==> config.mk <==
export PLATFORM = sky130hd
export DESIGN_NAME = regfile_mp_sb
export DESIGN_NICKNAME = d
export VERILOG_FILES = /design/src/rtl/regfile_mp_sb.sv
export SDC_FILE = /design/constraint.sdc
export NUM_CORES = 2
export LEC_CHECK = 0
export CAP_MARGIN = 15
export CORE_MARGIN = 2
export CORE_UTILIZATION = 50
export CTS_BUF_LIST = sky130_fd_sc_hd__clkbuf_16
export CTS_CLUSTER_DIAMETER = 40
export DETAILED_ROUTE_END_ITERATION = 10
export PLACE_DENSITY = 0.77
export SYNTH_ARGS = -nofsm -noshare
export SYNTH_HDL_FRONTEND = slang
export SYNTH_SLANG_ARGS = --single-unit
==> constraint.sdc <==
create_clock -name clk -period 50.3 [get_ports clk]
set_clock_uncertainty 0.2 [all_clocks]
set_input_delay 12.575 -clock clk [delete_from_list [all_inputs] [get_ports clk]]
set_output_delay 12.575 -clock clk [all_outputs]
set_load 0.01 [all_outputs]
==> src/rtl/regfile_mp_sb.sv <==
// Multi-read-port register file with one write port, optional same-cycle
// write forwarding, hardwired zero register and a busy-bit scoreboard that
// decode uses to detect operands still owned by an in-flight producer.
module regfile_mp_sb #(
    parameter int DATA_WIDTH    = 32,
    parameter int ADDRESS_WIDTH = 5,
    parameter int NUM_REGS      = 32,
    parameter int NUM_RD        = 2,
    parameter int BYPASS        = 1,
    parameter int ZERO_REG      = 1
) (
    input  logic                            clk,
    input  logic                            rst,
    input  logic                            RegWrite,
    input  logic [ADDRESS_WIDTH-1:0]        rg_wrt_dest,
    input  logic [DATA_WIDTH-1:0]           rg_wrt_data,
    input  logic [NUM_RD*ADDRESS_WIDTH-1:0] rs_addr,
    output logic [NUM_RD*DATA_WIDTH-1:0]    rd_data,
    input  logic                            issue_valid,
    input  logic [ADDRESS_WIDTH-1:0]        issue_dest,
    output logic [NUM_RD-1:0]               rs_busy,
    output logic                            any_busy
);

    // Storage spans the full address space so any address indexes it without
    // width adaptation; entries at or above NUM_REGS are never written and
    // are masked on read, so they collapse to constants.
    localparam int   DEPTH   = 2**ADDRESS_WIDTH;
    localparam logic BYP_EN  = (BYPASS != 0);
    localparam logic ZERO_EN = (ZERO_REG != 0);

    logic [DATA_WIDTH-1:0]    regs [DEPTH];
    logic [DEPTH-1:0]         busy;
    logic                     wr_legal;
    logic                     iss_legal;
    logic [ADDRESS_WIDTH-1:0] rd_addr;
    logic                     rd_hit;

    // An address is architecturally real if it is implemented and not the
    // hardwired zero register.
    function automatic logic addr_ok(input logic [ADDRESS_WIDTH-1:0] a);
        logic [31:0] a_ext;
        a_ext = 32'(a);
        return (a_ext < 32'(NUM_REGS)) && !(ZERO_EN && (a == '0));
    endfunction

    assign wr_legal  = RegWrite && addr_ok(rg_wrt_dest);
    assign iss_legal = issue_valid && addr_ok(issue_dest);

    // Register array: writeback port, cleared by reset.
    always_ff @(posedge clk or posedge rst) begin
        if (rst) begin
            for (int k = 0; k < DEPTH; k++) begin
                regs[k] <= '0;
            end
        end else if (wr_legal) begin
            regs[rg_wrt_dest] <= rg_wrt_data;
        end
    end

    // Scoreboard: writeback clears, issue sets; the later assignment makes
    // a same-register issue win over the completing write.
    always_ff @(posedge clk or posedge rst) begin
        if (rst) begin
            busy <= '0;
        end else begin
            if (wr_legal) begin
                busy[rg_wrt_dest] <= 1'b0;
            end
            if (iss_legal) begin
                busy[issue_dest] <= 1'b1;
            end
        end
    end

    // Read ports: combinational data and hazard flags, with forwarding of a
    // same-cycle legal write that also hides the busy bit it is about to clear.
    always_comb begin
        rd_data = '0;
        rs_busy = '0;
        rd_addr = '0;
        rd_hit  = 1'b0;
        for (int i = 0; i < NUM_RD; i++) begin
            rd_addr = rs_addr[i*ADDRESS_WIDTH +: ADDRESS_WIDTH];
            rd_hit  = BYP_EN && wr_legal && (rg_wrt_dest == rd_addr);
            if (!rst && addr_ok(rd_addr)) begin
                rd_data[i*DATA_WIDTH +: DATA_WIDTH] = rd_hit ? rg_wrt_data : regs[rd_addr];
                rs_busy[i] = !rd_hit && busy[rd_addr];
            end
        end
    end

    // Summary hazard flag straight from the busy bits.
    assign any_busy = !rst && (|busy);

endmodule

# --- Yosys cells after proc, flatten, opt, wreduce, memory -nomap -nowiden ---
# Cells that the tools add are included.
classes:
  eq_ne: 2
  order_cmp: 10
  bitwise_logic: 6
  n_mux: 25
  reduce_logical: 24
ops:
  columns: ["cell", "n"]
  rows:
  - ["$bwmux W1024", 1]
  - ["$mux W32", 11]
  - ["$bmux W32 S5", 2]
  - ["$demux W32 S5", 1]
  - ["$and A32 B32 Y32", 1]
  - ["$not A32 Y32", 1]
  - ["$or A32 B32 Y32", 1]
  - ["$reduce_or A32 Y1", 1]
  - ["$lt A5 B6 Y1 const B", 4]
  - ["$logic_not A5 Y1", 4]
  - ["$ge A6 B6 Y1 const B", 3]
  - ["$not A5 Y6", 3]
  - ["$logic_and A1 B1 Y1", 12]
  - ["$bmux W1 S5", 2]
  - ["$demux W1 S5", 2]
  - ["$eq A5 B5 Y1", 2]
  - ["$ge A5 B1 Y1 const B", 2]
  - ["$logic_not A1 Y1", 7]
  - ["$lt A6 B1 Y1 const B", 1]
  - ["$mux W1", 6]
word_totals:
  register_bits: 1056
  elab_cells: 100
  inputBits: 56

# --- Logic depth before layout (Yosys ltp) ---
depth:
  word_depth: 9
  ltp_mapped: 11
  depth_no_buf: 6

# --- Worst setup path after synthesis ---
# OpenSTA, ideal clock, no wires.
synth_timing:
  kind: "input port to output port"
  start: "in rst"
  end: "out rd_data[13]"
  n_path_buf: 2
  stages: 7
  setup_slack_ns: -0.388
  arrival_time_ns: 37.913
  cell_sequence: "inv_1 > o311ai_1 > buf_2 > buf_2 > a211oi_1 > a21oi_1 > o21ai_1"
synth_via:
  elab_chain_len: 3
synth_lines:
  columns: ["item", "line", "text"]
  rows:
  - ["start, declared", "13", "input logic rst,"]
  - ["$logic_not A1 Y1", "86", "if (!rst && addr_ok(rd_addr)) begin"]
  - ["$logic_and A1 B1 Y1", "86", null]
  - ["$mux W32", "86", null]
  - ["end, declared", "18", "output logic [NUM_RD*DATA_WIDTH-1:0] rd_data,"]
# Every way passes these cells.

# --- Worst setup path after layout ---
layout_timing:
  start: "in rs_addr[5]"
  end: "out rd_data[33]"
layout_via:
  elab_chain_len: 6
  elab_cells_between_ends: 11
layout_lines:
  columns: ["item", "line", "text"]
  rows:
  - ["start, declared", "17", "input logic [NUM_RD*ADDRESS_WIDTH-1:0] rs_addr,"]
  - ["$not A5 Y6 (not written as such)", "87", "rd_data[i*DATA_WIDTH +: DATA_WIDTH] = rd_hit ? rg_wrt_data : regs[rd_addr];"]
  - ["$bmux W32 S5", "87", null]
  - ["$mux W32 (not written as such) (2 in a row)", "87", null]
  - ["$mux W32", "87", null]
  - ["$mux W32 *", "86", null]
# Every way passes the cells marked *; elsewhere a longest branch is shown, timed or not. The select of a mux whose other input is x is not followed.

==> flow_metrics.py <==
metrics = {
    "run_status": {
        "outcome": "finished, final reports clean",
    },
    "pwr": {
        "seqPwrFrac": 0.437,
        "p_leak_nw": 27.4,
        "power_frac_clock": 0.373,
        "ir_drop_mv": 0.0373,
        "p_sw_uw": 731,
        "p_sw_frac": 0.280,
        "total_power_mw": 2.61,
        "p_int_mw": 1.88,
        "pwr-share-comb": 0.190,
        "power_density_nw_per_um2": 41.0,
    },
    "global_routing": {
        "grt_pass1_vias": 39200,
        "grt_max_degree": 177,
        "grtUsageTotal": 0.306,
        "grt_overflow": 0,
        "grt_pass1_wl_um": 264000,
        "antenna_found_initial": 6,
    },
    "worst_setup_path": {
        "arrival_ns": 17.82,
        "crit_type": "in2out",
        "cp-end-kind": "output pin",
        "reg2reg_slack_ns": 49.26,
        "rr_endpoint": "regs[686]",
        "path_max_fanout": 75,
        "reg2regPathDepth": 1,
        "timing.rr.start": "regs[686]",
        "required_ns": 37.52,
        "worstSetupStartpointType": "input pin",
    },
    "synthesis": {
        "async_flop_share": 1.00,
        "synth_edf_count": 0,
        "ys_ff_latch": 1056,
        "synth-seq-area-share": 0.463,
        "syn_nets": 4009,
        "synth_area_leaders": "dfrtp_1 (46%), mux2_2 (20%), mux4_2 (17%)",
        "ys_warn_count": 0,
        "synth-main-ff-cell": "dfrtp_1",
        "netlist.area_leader.share": 0.463,
        "syn_area_per_cell_sq_um": 14.4,
        "yosysUniqueCellTypes": 50,
        "netlist_instances": 3953,
        "yosysTopAreaCell": "dfrtp_1",
        "synth_area_sq_um": 57000,
    },
    "floorplanning": {
        "die_w_um": 342,
        "io_pins": 123,
        "die_area_sq_um": 117000,
        "start_util": 0.506,
        "die-height_um": 342,
        "fp.coreArea_sq_um": 113000,
        "rows": 123,
    },
    "finish": {
        "final_cell_area_sq_um": 63500,
        "layout_commonest_cell": "dfrtp_1",
        "multi_input_area_sq_um": 28700,
        "syn_to_final_growth_pct": 11.4,
        "fin_nets": 3909,
        "ff_latch_area_sq_um": 26400,
        "final_cells": 5468,
        "fillCellCount": 8724,
        "layout_common_cells": "dfrtp_1 (1,056), mux2_2 (1,001), mux4_2 (430)",
        "drive_gt1_frac": 0.454,
    },
    "sta": {
        "finalCriticalPeriod_ns": 30.60,
        "max_clock_freq_mhz": 32.7,
        "setup_viol": 0,
        "slew_headroom": 0.220,
        "worst_pin_slew_ns": 1.17,
        "drv_slew": 0,
        "tns_ns": 0,
        "finalHoldViolations": 0,
        "rsz0062_at_grt": "false",
        "final.period_utilization": 0.608,
    },
    "run": {
        "cap_viol_max_count": 0,
    },
    "worst_hold_path": {
        "hold_class": "reg2reg",
        "min_from": "regs[1017]",
        "min_to": "regs[1017]",
        "min_path_cells": 0,
    },
    "clock_network": {
        "cts_setup_buffers": 0,
        "clk_latency_ns": 0.74,
        "postCtsHoldBufs": 0,
        "clockRootBuffer": "clkbuf_16",
        "clk_path_buf_depth": 3,
        "cts_tree": "built",
        "cts.htree.levels": 4,
        "cts_buffers": 135,
        "cts_resized": 0,
        "cts.sinks": 1056,
        "path_clk_slew_ns": 0.06,
    },
    "detailed_routing": {
        "drcViolationCount": 0,
        "dr_total_vias": 38500,
        "first_pass_iters": 5,
        "antenna_left": 0,
        "drt-vias-per-instance": 7.04,
        "wl_per_cell_um": 32.4,
        "dr.first_iter.drc_count": 4600,
        "drt_wl_total_um": 177000,
    },
    "placement": {
        "gp_congestion": 0.852,
        "dp_hpwl_um": 93500,
        "port-buffer-count": 122,
        "dpl-instance-area_sq_um": 59000,
        "dp.cells": 5213,
    },
}
==> critical path: stages <==
cell             delay [ns]
buf_8                  0.60
buf_4                  0.86
buf_4                  0.89
buf_4                  0.84
mux4_2                 0.59
mux2_2                 0.27
nand2_1                0.08
nand2_1                0.08
a32o_1                 0.36
clkdlybuf4s50_1        0.53
==> synth_stat cells (all sizes together), types with 8 or more instances <==
library cell and instances:
clkbuf 227, nand2 119, a21oi 49, inv 8, o22ai 44, o21ai 38
nor3 8, mux2i 234, dfrtp 1056, a32o 35, a221oi 14, mux4 430
a211o 15, xnor2 8, nor4 8, a211oi 129, mux2 1024, a22o 27
o221ai 31, nand3b 8, buf 226, nor2 27, nand3 15, nor2b 71
a2111oi 13, a22oi 40
==> layout make-up <==
class                      instances  area share
timing repair buffer             216      0.0317
clock buffer                     137      0.0540
clock inverter                   112      0.0170
sequential                      1056       0.416
tap                             1500      0.0295
antenna                            3    0.000118
multi-input combinational       2436       0.451
inverter                           8    0.000532
==> through the flow <==
stage,hold WS (ns),worst slack [ns],utilization
final,0.201,19.70,0.563
after global routing,0.213,19.46,0.563
after CTS,0.197,19.69,0.563
after detailed placement,0.182,19.70,0.523
after global placement,0.180,19.75,0.523
after floorplan,0.241,8.16,-
==> how the worst max path moves through the flow <==
| stage | startpoint | end | cells past startpoint |
|---|---|---|---|
| CTS | rs_addr[5] | rd_data[61] | 10 |
| global placement | rs_addr[5] | rd_data[33] | 10 |
| finish | rs_addr[5] | rd_data[33] | 10 |
| floorplan | rst | rd_data[13] | 7 |
| global route | rs_addr[5] | rd_data[33] | 10 |
| detailed placement | rs_addr[5] | rd_data[33] | 10 |
==> routing by layer <==
metal | wire (um) | up-vias | track usage
met5 | 34 | - | 0
met4 | 9890 | 6 | 0.157
met3 | 17000 | 571 | 0.0657
met2 | 80900 | 2321 | 0.464
met1 | 69400 | 20500 | 0.417
li1 | - | 15100 | -
==> registers in the layout, indices dropped and copies added (netlist names) <==
signal,cells
regs,1024
busy,32
==> power by group through the flow <==
stage | registers, mW | logic, mW | clock network [mW]
3_5_place_dp | 1.14 | 0.490 | 0
2_1_floorplan | 1.11 | 0.395 | 0
6_report | 1.14 | 0.496 | 0.972
3_3_place_gp | 1.13 | 0.476 | 0
5_1_grt | 1.16 | 0.529 | 1.02
4_1_cts | 1.13 | 0.494 | 0.980
==> kinds of logic (layout without fill, tap and decap cells) <==
logic type                Yosys count  in the layout  synth area share
and+or+nand+nor                   295            295            0.0263
xor gates and xnor gates           10             10           0.00154
DFF                              1056           1056             0.463
other                               0              3                 0
buffers and inverters             461            473            0.0383
AOI/OAI and AO/OA                 443            443            0.0575
muxes                            1688           1688             0.413
(Power assumes the default switching activity.)
